$ cat config.mk
export PLATFORM = sky130hd
export DESIGN_NAME = door_sequencer
export DESIGN_NICKNAME = d
export VERILOG_FILES = /design/src/rtl/elevator_pkg.sv /design/src/rtl/door_sequencer_tick_sync.sv /design/src/rtl/door_sequencer.sv
export SDC_FILE = /design/constraint.sdc
export NUM_CORES = 1
export LEC_CHECK = 0
export BUFFER_PORTS_ARGS = -buffer_cell sky130_fd_sc_hd__buf_2
export CAP_MARGIN = 5
export CORE_MARGIN = 4
export CORE_UTILIZATION = 45
export DETAILED_ROUTE_END_ITERATION = 16
export GPL_ROUTABILITY_DRIVEN = 0
export GPL_TIMING_DRIVEN = 0
export MAX_ROUTING_LAYER = met4
export SKIP_LAST_GASP = 1
export SYNTH_ARGS = -nofsm -noshare
export SYNTH_HDL_FRONTEND = slang
export SYNTH_SLANG_ARGS = --single-unit
export TNS_END_PERCENT = 1
$ cat constraint.sdc
create_clock -name clk -period 1.78 [get_ports clk]
set_clock_uncertainty 0.1 [all_clocks]
set_input_delay 0.267 -clock clk [delete_from_list [all_inputs] [get_ports clk]]
set_output_delay 0.267 -clock clk [all_outputs]
set_load 0.01 [all_outputs]
$ cat src/rtl/elevator_pkg.sv
// elevator_pkg: shared door state encoding and counter widths for the elevator door logic
package elevator_pkg;
    typedef enum logic [1:0] {
        ST_CLOSED  = 2'b00,
        ST_OPENING = 2'b01,
        ST_OPEN    = 2'b10,
        ST_CLOSING = 2'b11
    } door_state_t;
    localparam int TICK_W   = 8;
    localparam int REOPEN_W = 4;
endpackage

$ cat src/rtl/door_sequencer_tick_sync.sv
// tick_sync: brings a slow clock-like signal into the clk domain and emits a 1-clk pulse per rising edge
//   clk, button_reset (async, active-high) | slow_in: asynchronous slow input | tick: registered edge pulse
module tick_sync (
    input  logic clk,
    input  logic button_reset,
    input  logic slow_in,
    output logic tick
);
    // sr[1:0] is the synchronizer, sr[2] holds the previous synced value for edge detection
    logic [2:0] sr;
    always_ff @(posedge clk or posedge button_reset) begin
        if (button_reset) begin
            sr   <= '0;
            tick <= 1'b0;
        end else begin
            sr   <= {sr[1:0], slow_in};
            tick <= sr[1] & ~sr[2];
        end
    end
endmodule

$ cat src/rtl/door_sequencer.sv
// door_sequencer: runs the door open/hold/close sequence from door_clk ticks and grants car motion
//   clk, button_reset (async, active-high)
//   door_clk: slow timing input | open_request, weight_limit_exceeded, obstruction: car/sensor inputs
//   door_state, motor_open, motor_close, door_closed, move_enable, fault: registered outputs
module door_sequencer
    import elevator_pkg::*;
#(
    parameter int OPEN_TICKS  = 2,
    parameter int HOLD_TICKS  = 3,
    parameter int CLOSE_TICKS = 2,
    parameter int MAX_REOPEN  = 3
) (
    input  logic       clk,
    input  logic       button_reset,
    input  logic       door_clk,
    input  logic       open_request,
    input  logic       weight_limit_exceeded,
    input  logic       obstruction,
    output logic [1:0] door_state,
    output logic       motor_open,
    output logic       motor_close,
    output logic       door_closed,
    output logic       move_enable,
    output logic       fault
);
    localparam logic [TICK_W-1:0]   OPEN_LAST  = TICK_W'(OPEN_TICKS - 1);
    localparam logic [TICK_W-1:0]   HOLD_LAST  = TICK_W'(HOLD_TICKS - 1);
    localparam logic [TICK_W-1:0]   CLOSE_LAST = TICK_W'(CLOSE_TICKS - 1);
    localparam logic [REOPEN_W-1:0] REOPEN_MAX = REOPEN_W'(MAX_REOPEN);

    door_state_t          state, state_n;
    logic [TICK_W-1:0]    tick_cnt, cnt_n;
    logic [REOPEN_W-1:0]  reopen_cnt, reopen_n;
    logic                 fault_n, tick, hold_block;

    tick_sync u_tick_sync (
        .clk          (clk),
        .button_reset (button_reset),
        .slow_in      (door_clk),
        .tick         (tick)
    );

    assign door_state = state;
    // any of these keeps the door open and restarts the dwell
    assign hold_block = weight_limit_exceeded | obstruction | open_request;

    always_ff @(posedge clk or posedge button_reset) begin
        if (button_reset) begin
            state       <= ST_CLOSED;
            tick_cnt    <= '0;
            reopen_cnt  <= '0;
            fault       <= 1'b0;
            motor_open  <= 1'b0;
            motor_close <= 1'b0;
            door_closed <= 1'b1;
            move_enable <= 1'b1;
        end else begin
            state       <= state_n;
            tick_cnt    <= cnt_n;
            reopen_cnt  <= reopen_n;
            fault       <= fault_n;
            motor_open  <= state_n == ST_OPENING;
            motor_close <= state_n == ST_CLOSING;
            door_closed <= state_n == ST_CLOSED;
            move_enable <= state_n == ST_CLOSED && !open_request;
        end
    end

    always_comb begin
        state_n  = state;
        cnt_n    = tick ? tick_cnt + 1'b1 : tick_cnt;
        reopen_n = reopen_cnt;
        fault_n  = fault;
        case (state)
            ST_CLOSED: begin
                cnt_n = '0;
                if (open_request) state_n = ST_OPENING;
            end
            ST_OPENING: begin
                if (tick && tick_cnt == OPEN_LAST) begin
                    state_n = ST_OPEN;
                    cnt_n   = '0;
                end
            end
            ST_OPEN: begin
                if (hold_block) cnt_n = '0;
                else if (tick && tick_cnt == HOLD_LAST) begin
                    state_n = ST_CLOSING;
                    cnt_n   = '0;
                end
            end
            ST_CLOSING: begin
                // reversal wins over a coincident tick; the reopen count saturates
                if (obstruction || weight_limit_exceeded) begin
                    state_n  = ST_OPENING;
                    cnt_n    = '0;
                    reopen_n = &reopen_cnt ? reopen_cnt : reopen_cnt + 1'b1;
                    if (obstruction && reopen_n >= REOPEN_MAX) fault_n = 1'b1;
                end else if (open_request) begin
                    state_n = ST_OPENING;
                    cnt_n   = '0;
                end else if (tick && tick_cnt == CLOSE_LAST) begin
                    state_n  = ST_CLOSED;
                    cnt_n    = '0;
                    reopen_n = '0;
                    fault_n  = 1'b0;
                end
            end
        endcase
    end
endmodule

# == After elaboration in Yosys (flattened, before gate mapping) ==
# Index checks and enable logic that the tools add are counted.
# word_totals
reg_bits,23
out_inout_bits,7
wordCells,61
# op_classes
addsub,2
magnitude_cmp,1
eq_ne,9
n_mux,23
bitwise,4
n_reduce_logical,12
# op_table
operator,n
8-bit 2-to-1 mux,6
8-bit case mux with 4 select lines,1
4-bit 2-to-1 mux,4
2-bit 2-to-1 mux,7
"8-bit by 1-bit adder with 8-bit output, second input constant",1
"8-bit by 1-bit equality test with 1-bit output, second input constant",1
"8-bit by 2-bit equality test with 1-bit output, second input constant",1
2-bit case mux with 4 select lines,1
4-bit AND reduction,2
"2-bit equality test, second input constant",3
"4-bit by 1-bit adder with 4-bit output, second input constant",1
"2-bit by 1-bit equality test with 1-bit output, second input constant",2
"4-bit by 2-bit >= comparator with 1-bit output, second input constant",1
1-bit logical AND,4
2-bit logical NOT,2
1-bit 2-to-1 mux,4
"2-bit by 1-bit inequality test with 1-bit output, second input constant",2
3-bit AND reduction,1
1-bit bitwise OR,2
2-bit nonzero test,1
1-bit bitwise AND,1
1-bit logical NOT,1
1-bit logical OR,1
1-bit inverter,1

# == Logic depth before layout (Yosys ltp) ==
# Gate-level depths: netlist (run 1).
# logic_depth
depth_word,8
depth_mapped,6
ltp_nobuf,6

# == Modules after synthesis ==
# From an unflattened synthesis (run 1), not the netlist that was laid out.
# hier_totals
cells_unflattened,111
hier_area_um2,1169.9
# modules_own_cells
module,instances,cells_each,area_per_inst_um2,seq_area_each_um2
door_sequencer,1,105,1052.3,478.0
tick_sync,1,6,117.6,100.1

# == Least setup slack after synthesis (run 1) ==
# OpenSTA, ideal clock, no wires.
# synth_timing
path_type,register -> register
start,register tick_cnt[4]
end,"register state[0], in the netlist door_state[0]"
arrival_time_ps,1448
setup_slack_ps,144
path_stages_with_launch,5
synth_period_minus_slack_ps,1636
cell_sequence,dfrtp_1 nor4_4 nand4_2 or3_1 a41oi_1
# synth_via
elab_chain_cells,6
# synth_rtl
item,line,source
"start, declared",door_sequencer.sv:32,"logic [TICK_W-1:0] tick_cnt, cnt_n;"
"start signal, assigned",door_sequencer.sv:59,tick_cnt <= cnt_n;
8-bit by 1-bit equality test with 1-bit output,"door_sequencer.sv:80, door_sequencer.sv:102",
1-bit logical AND,"door_sequencer.sv:80, door_sequencer.sv:102",
2-bit 2-to-1 mux,door_sequencer.sv:102,end else if (tick && tick_cnt == CLOSE_LAST) begin
2-bit 2-to-1 mux,door_sequencer.sv:99,end else if (open_request) begin
2-bit 2-to-1 mux,door_sequencer.sv:94,if (obstruction || weight_limit_exceeded) begin
2-bit case mux with 4 select lines *,door_sequencer.sv:74,case (state)
via state_n[0],door_sequencer.sv:31,"door_state_t state, state_n;"
"end signal, assigned",door_sequencer.sv:58,state <= state_n;
"end, declared",door_sequencer.sv:31,
# The timed path passes the listed nets; every way through them passes the cells marked *.
# A chain may end at the register's enable or synchronous reset.

# == Worst setup path after layout (run 1) ==
# layout_timing
start,register tick_cnt[5]
end,"register state[0], in the netlist door_state[0]"
# The elaborated chain is that of the path after synthesis.

==> metrics list, run 1 <==
* Outcome: complete, but fails checks
* Failing checks: negative hold slack
- Post-synthesis to final-layout area growth: 19.2%
* Maximum VDD drop: 0.744 mV
* Post-synth EDFFs: 0
- Largest net degree at the start of global routing: 24
- By startpoint and endpoint, the worst setup path is classified as reg2reg.
- The commonest cells after synthesis are dfrtp_1, nor2_1, nand2_1.
* Share of total power in the clock network: 16.5%
- STA puts the critical path data required time at 1920 ps.
* Detailed-route DRC error count: 0
- Clock buffer count from CTS: 3
* Post-synthesis sequential area ratio: 51.2%
* Standard-cell rows: 17
- Die Area: 0.00338 sq mm
- Static timing analysis puts the maximum clock frequency at 577 MHz.
- In this run the number of H-tree levels came out at 1.
- The total overflow left after global routing is 0.
- Root Buffer: clkbuf_4
- In the final layout, the share of cells above drive strength 1 is 25.5%.
* Initial DRT Pass Iterations: 4
- Number of different library cells in the post-synthesis netlist: 32
* Number of buffers added on ports: 12
- Number of synthesis warnings: 0
* Async S/R FF share, synth: 100%
- Int Pwr: 941 uW
* Wire length reported by the detailed router: 2130 um
- Final worst path period share: 97.4%
- Iteration-0 DRC count of the detailed router: 17
* Final worst path period need: 1730 ps
- After synthesis, the largest area contributor takes up 46.5% of total cell area.
- Total via count after detailed routing: 879
* Switching fraction of total power: 37.2%
- The clock reaches the later pin of the worst-skew pair after 310 ps.
* Post-DP HPWL: 1510 um
- Mapped cell area: 0.00113 sq mm
- For flop-to-flop paths, the worst setup slack is 50 ps.
- 13 I/O pins were placed.
- The hold violation count in the final report is 3.
* Wire length of the first global-routing pass: 3570 um
- The repair_antennas step left the layout with diodes totalling 0.
- Width of the die: 58.1 um
- Setup violation total in the final timing report: 0
- Final WS setup: 45.9 ps
- Final-stage net count: 148
* Worst setup slack before clock tree synthesis: -164 ps
- R2R Path Start: tick_cnt[5]$_DFF_PP0_
* Cell with the most instances after synthesis: dfrtp_1
- Startpoint types: flop
- The number of nets in the synthesized netlist is 123.
- Cell taking the most area after synthesis: dfrtp_1
* CTS sink count: 23
* Category of the worst setup path capture point: flop
- Clock-pin slew was measured on the worst setup and hold paths at 130 ps.
- Crit Path Max Fanout: 4
- In this run, the combinational gates consume 34.1% of the power.
* Number of instances in the synthesized netlist: 113
* Number of max-slew violations in the final report: 0
* Number of vias per cell: 5.33
- Routed wire per std cell: 12.9 um
- Depth of the worst register-to-register path: 4
- Reg2Reg Capture Point: door_state[0]$_DFF_PP0_
- Total power for the finished layout comes to 1500 uW.
- Overall track demand over capacity in global routing: 14.0%
* Worst min-delay path class: in2async
- Max-slew headroom at the worst pin: 43.6%
- Pin slew with the least headroom to its limit: 845 ps
- In the synthesized netlist the dominant register cell turns out to be dfrtp_1.
* Initial Util: 49.2%
- The clock passes through at most 2 buffers.
- Main area contributors after synthesis: dfrtp_1, dfstp_2, ha_1, nor2_1, nand2_1
- Clock tree from TritonCTS: yes
- Data on the critical path arrives at its endpoint at 1870 ps.
* Cell leakage power: 0.000613 uW
* Register share of total power: 49.4%
- Antenna violations before repair: 0
- #FFs+latches synth: 23
* Area of the placeable core: 0.00230 sq mm
- Max Cap Violations: 0
- The via count of the first global-routing pass was 806.
- Hold WS: -2.97 ps
* Final antenna-violating net count: 0
- Net switching component of the power: 557 uW
* Power density relative to cell area: 1110 mW/mm^2
- Die Span Y: 58.1 um
- Average instance area after synthesis: 10.0 sq um
- Setup repair after global routing could not meet its margin everywhere.
==> power by group through the flow <==
| stage | logic, uW | clock network (uW) | registers, uW |
|---|---|---|---|
| 2_1_floorplan | 307 | 0 | 751 |
| 3_3_place_gp | 440 | 0 | 743 |
| 3_5_place_dp | 454 | 0 | 750 |
| 4_1_cts | 480 | 255 | 738 |
| 5_1_grt | 577 | 279 | 758 |
| 6_report | 511 | 247 | 739 |
==> how the worst max path moves through the flow <==
stage | from | endpoint | slack, ps
2_1_floorplan | tick_cnt[4]$_DFF_PP0_ | door_state[0]$_DFF_PP0_ | 140
3_3_place_gp | tick_cnt[4]$_DFF_PP0_ | reopen_cnt[0]$_DFFE_PP0P_ | -100
3_5_place_dp | tick_cnt[4]$_DFF_PP0_ | reopen_cnt[0]$_DFFE_PP0P_ | -160
4_1_cts | tick_cnt[5]$_DFF_PP0_ | door_state[0]$_DFF_PP0_ | 20
5_1_grt | tick_cnt[1]$_DFF_PP0_ | tick_cnt[3]$_DFF_PP0_ | -30
6_report | tick_cnt[5]$_DFF_PP0_ | door_state[0]$_DFF_PP0_ | 50
==> timing repair <==
action	4_1_cts	5_1_grt
gates cloned	0	0
gates resized for setup	4	4
pin swaps	3	1
hold buffers	1	0
endpoints found under the setup margin	14	13
endpoints found under the hold margin	1	0
buffers inserted	3	4
==> kinds of logic after synthesis <==
logic type      count (synthesis)  share of synthesized area (%)
simple gates                   47                           22.7
fa+ha+maj                       4                           4.43
xor+xnor                        7                           5.43
flops                          23                           51.2
compound gates                 22                           12.8
buf+inv                        10                           3.43
==> per-layer routing <==
layer	global-route usage, %	up-vias	wire length (um)
li1	-	444	-
met1	16.5	415	1000
met2	23.4	18	1050
met3	2.00	2	64
met4	6.62	0	17
met5	-	-	0
==> final cells by class <==
| cell class | instances | area [sq um] |
|---|---|---|
| multi-input combinational | 80 | 542 |
| timing repair buffer | 20 | 123 |
| buffer | 3 | 12.5 |
| clock inverter | 1 | 5.00 |
| sequential | 23 | 581 |
| clock buffer | 3 | 22.5 |
| fill | 191 | 951 |
| tap | 28 | 35.0 |
| inverter | 7 | 26.3 |
==> cells in the final DEF, fill, tap and decap left out, drive strengths merged, types with 2 or more instances in the layout <==
cell type / n
ha: 4
xnor2: 4
a211oi: 2
nand3: 4
dfstp: 2
o21ai: 6
buf: 21
a21oi: 7
nand2: 12
dfrtp: 21
nand4: 4
nor2: 13
inv: 7
nor3: 4
or3: 3
xor2: 3
clkbuf: 4
==> flip-flops by register name, summed over array words and instances, names as in the netlist <==
| register | flops |
|---|---|
| tick_cnt | 8 |
| reopen_cnt | 4 |
| u_tick_sync.sr | 3 |
| door_state | 2 |
| door_closed | 1 |
| fault | 1 |
| motor_close | 1 |
| motor_open | 1 |
| move_enable | 1 |
| u_tick_sync.tick | 1 |
==> per-stage QoR <==
step                      cells  hold slack (ps)  util (%)  cell area, sq um  TNS (ps)
after floorplan             113              167         -              1130         0
after global placement      153              238      53.3              1220      -764
after detailed placement    153              244      53.3              1220     -1410
after CTS                   161             25.3      56.8              1310         0
after global routing        165             65.6      58.6              1350      -160
final                       165            -2.97      58.6              1350         0
==> worst max-delay path, stage by stage, from the launching register on <==
cell     delay, ps
dfrtp_2        470
nor4_4         310
nand4_2        190
or3_1          380
a41oi_1        220
Power figures use the tool's default switching activity.
==> run 2: changes to the inputs <==
- CAP_MARGIN: 5 -> unset
- clock period: 1.78 -> 2.18 ns (I/O delays scaled with it)
==> metrics list, run 2 (synthesis gave the netlist of run 1 again) <==
* Outcome: finished, final reports clean
- Area of the placeable core: 0.00230 sq mm (unchanged)
- Setup repair after global routing left no endpoint under its margin.
* Category of the worst setup path capture point: flop
* CP Class: reg2reg
- In the final layout, the registers with the most flip-flops are tick_cnt: 8 flops, reopen_cnt: 4 flops, u_tick_sync.sr: 3 flops.
- Depth of the critical timing path with buffers and inverters included: 4 (unchanged)
- Clock buffer count from CTS: 3 (unchanged)
- Final worst path period share: 89.8% (-7.6 points)
- In this design, the largest share of critical-path delay is due to simple AND/OR/NAND/NOR gates.
* Antenna diode count: 0 (unchanged)
* Final Core Density: 55.0% (-3.6 points)
- The final setup violation count is 0 (unchanged).
- The iteration count of the initial detailed-routing pass was 4 (unchanged).
- The number of DRC markers after the initial detailed-route iteration came to 25 (+8).
- Capture point of the critical path: reopen_cnt[0]$_DFFE_PP0P_
- The library cells used most frequently in the layout, excluding fill and tap cells, are dfrtp_1, buf_2, nor2_1, nand2_1.
- Max stage delay cell, worst path: dfrtp_1
* Flip-flop count of the largest register, all copies and words added: 8 (unchanged)
* Post-synthesis to final-layout area growth: 11.7%
* Max Cap Violations: 0 (unchanged)
- Maximum VDD drop: 0.589 mV (-21%)
- The global-route wire length before repair is 3540 um (-0.78%).
- The data arrival time at the worst-slack endpoint came to 2050 ps (+180 ps).
- Power density relative to cell area: 931 mW/mm^2 (-16%)
- The count of boundary I/O pins is 13 (unchanged).
* Detailed-route DRC error count: 0 (unchanged)
* Number of max-slew violations in the final report: 0 (unchanged)
* Launching instance or port of the critical path: tick_cnt[4]$_DFF_PP0_
- Largest net degree at the start of global routing: 24 (unchanged)
- Total congestion overflow: 0 (unchanged)
- Standard-cell rows: 17 (unchanged)
* Cells resized by post-CTS repair: 0 (-4)
* Largest register by flop count: tick_cnt
* CTS sink count: 23 (unchanged)
- Post-DP HPWL: 1510 um (unchanged)
- Routed wire per std cell: 13.4 um (+3.9%)
* Final antenna-violating net count: 0 (unchanged)
- The worst register-to-register path ends at reopen_cnt[0]$_DFFE_PP0P_.
- Initial Util: 49.2% (unchanged)
- Leaving out fill and tap cells, the most frequent cell in the layout is dfrtp_1.
* Wire length reported by the detailed router: 2120 um (-0.47%)
* Clock Path Buffers: 2 (unchanged)
* Reg2reg setup slack: 220 ps (+180 ps)
- The cell count of the worst reg-to-reg path is 4 (unchanged).
- Startpoint types: flop
* Worst min-delay path class: in2async
* Die Area: 0.00338 sq mm (unchanged)
- The via count of the first global-routing pass came to 795 (-1.4%).
* Total power consumption of the routed design: 1180 uW (-22%)
* Highest clock rate: 511 MHz (-11%)
- The total number of nets in the final design came to 141 (-4.7%).
* Register clock-pin slew on the reported worst setup and hold paths: 130 ps (about the same)
- The initial antenna violation count is 0 (unchanged).
* Final worst path period need: 1960 ps (+224 ps)
* Clock tree from TritonCTS: yes
- Clock network latency to the later pin of the worst-skew pair: 310 ps (about the same)
- Required time reported for the critical path endpoint: 2270 ps (+350 ps)
- Peak per-stage delay on the critical path: 470 ps (about the same)
- Buffer count from post-CTS setup fixing: 0 (-3)
- Fill cell count: 199 (+4.2%)
- Pin slew with the least headroom to its limit: 845 ps (+0.426 ps)
- R2R Path Start: tick_cnt[4]$_DFF_PP0_
* Width of the die: 58.1 um (unchanged)
- The via density per instance was 5.60 (+5.1%).
- Crit Path Max Fanout: 5 (+1)
- The total via count after detailed routing came to 885 (+0.68%).
* Ordered list of cells on the worst path: nor4_4 -> nand2_1 -> nor3_1 -> o21ai_0
* Number of buffers added on ports: 12 (unchanged)
- Sum Neg Setup Slack: 0 ps (unchanged)
- Count of final hold-check violations: 0 (-3)
- The tree is rooted in a clkbuf_4.
* Die Span Y: 58.1 um (unchanged)
- Max-slew headroom at the worst pin: 43.6% (about the same)
- Share of cells above drive strength 1: 17.7% (-7.9 points)
- Overall track demand over capacity in global routing: 13.9% (-0.048 points)
- Buffers & Inverters on Critical Path: 0 (unchanged)
- Hold-fix buffers, CTS: 1 (unchanged)
- The number of H-tree levels came to 1 (unchanged).
* Cell leakage power: 0.000579 uW (-5.6%)
==> run 2: worst min-delay path by stage <==
| stage | to | slack (ps) | startpoint | depth (start not counted) |
|---|---|---|---|---|
| 3_3_place_gp | u_tick_sync.sr[1]$_DFF_PP0_ | 240 | u_tick_sync.sr[0]$_DFF_PP0_ | 0 |
| 2_1_floorplan | door_state[0]$_DFF_PP0_ | 230 | button_reset | 1 |
| 3_5_place_dp | u_tick_sync.sr[1]$_DFF_PP0_ | 240 | u_tick_sync.sr[0]$_DFF_PP0_ | 0 |
| 6_report | u_tick_sync.sr[2]$_DFF_PP0_ | 60 | button_reset | 2 |
| 5_1_grt | reopen_cnt[1]$_DFFE_PP0P_ | 130 | button_reset | 2 |
| 4_1_cts | u_tick_sync.sr[0]$_DFF_PP0_ | 90 | button_reset | 2 |
==> run 2: layer usage <==
layer  wire (um)  global-route usage [%]  up-vias  share of wire, %
met1         992                    16.3      430                47
met4          28                    6.29        0               1.3
li1            -                       -      429                 -
met3          59                    2.00        6               2.8
met5           0                       -        -                 0
met2        1040                    23.5       20                49
==> run 2: report_power, final <==
part	switching [uW]	leakage [uW]	internal [uW]
logic	226	0.000277	148
clock network	131	0.0000177	68.6
registers	81.2	0.000284	521
==> run 2: final cells by class <==
| class | instances | area [sq um] | area share, % |
|---|---|---|---|
| plain buffers | 3 | 12.5 | 0.991 |
| clock buffers | 3 | 22.5 | 1.78 |
| clock inverters | 1 | 5.00 | 0.396 |
| inverters | 7 | 26.3 | 2.08 |
| multi-input cells | 80 | 513 | 40.6 |
| flip-flops and latches | 23 | 578 | 45.8 |
| well taps | 28 | 35.0 | 2.78 |
| repair buffers | 13 | 70.1 | 5.55 |
==> run 2: stage by stage <==
stage          instances  worst slack [ps]  cell area, sq um  hold slack, ps
6_report             158               222              1260            59.0
5_1_grt              158              95.9              1260             126
4_1_cts              158               217              1260            85.3
3_5_place_dp         153               236              1220             244
3_3_place_gp         153               304              1220             238
2_1_floorplan        113               544              1130             227
==> run 2: worst reg2reg max path: stages, from the launching register on <==
cell and delay [ps]:
dfrtp_1 470, nor4_4 420, nand2_1 230, nor3_1 470
o21ai_0 160
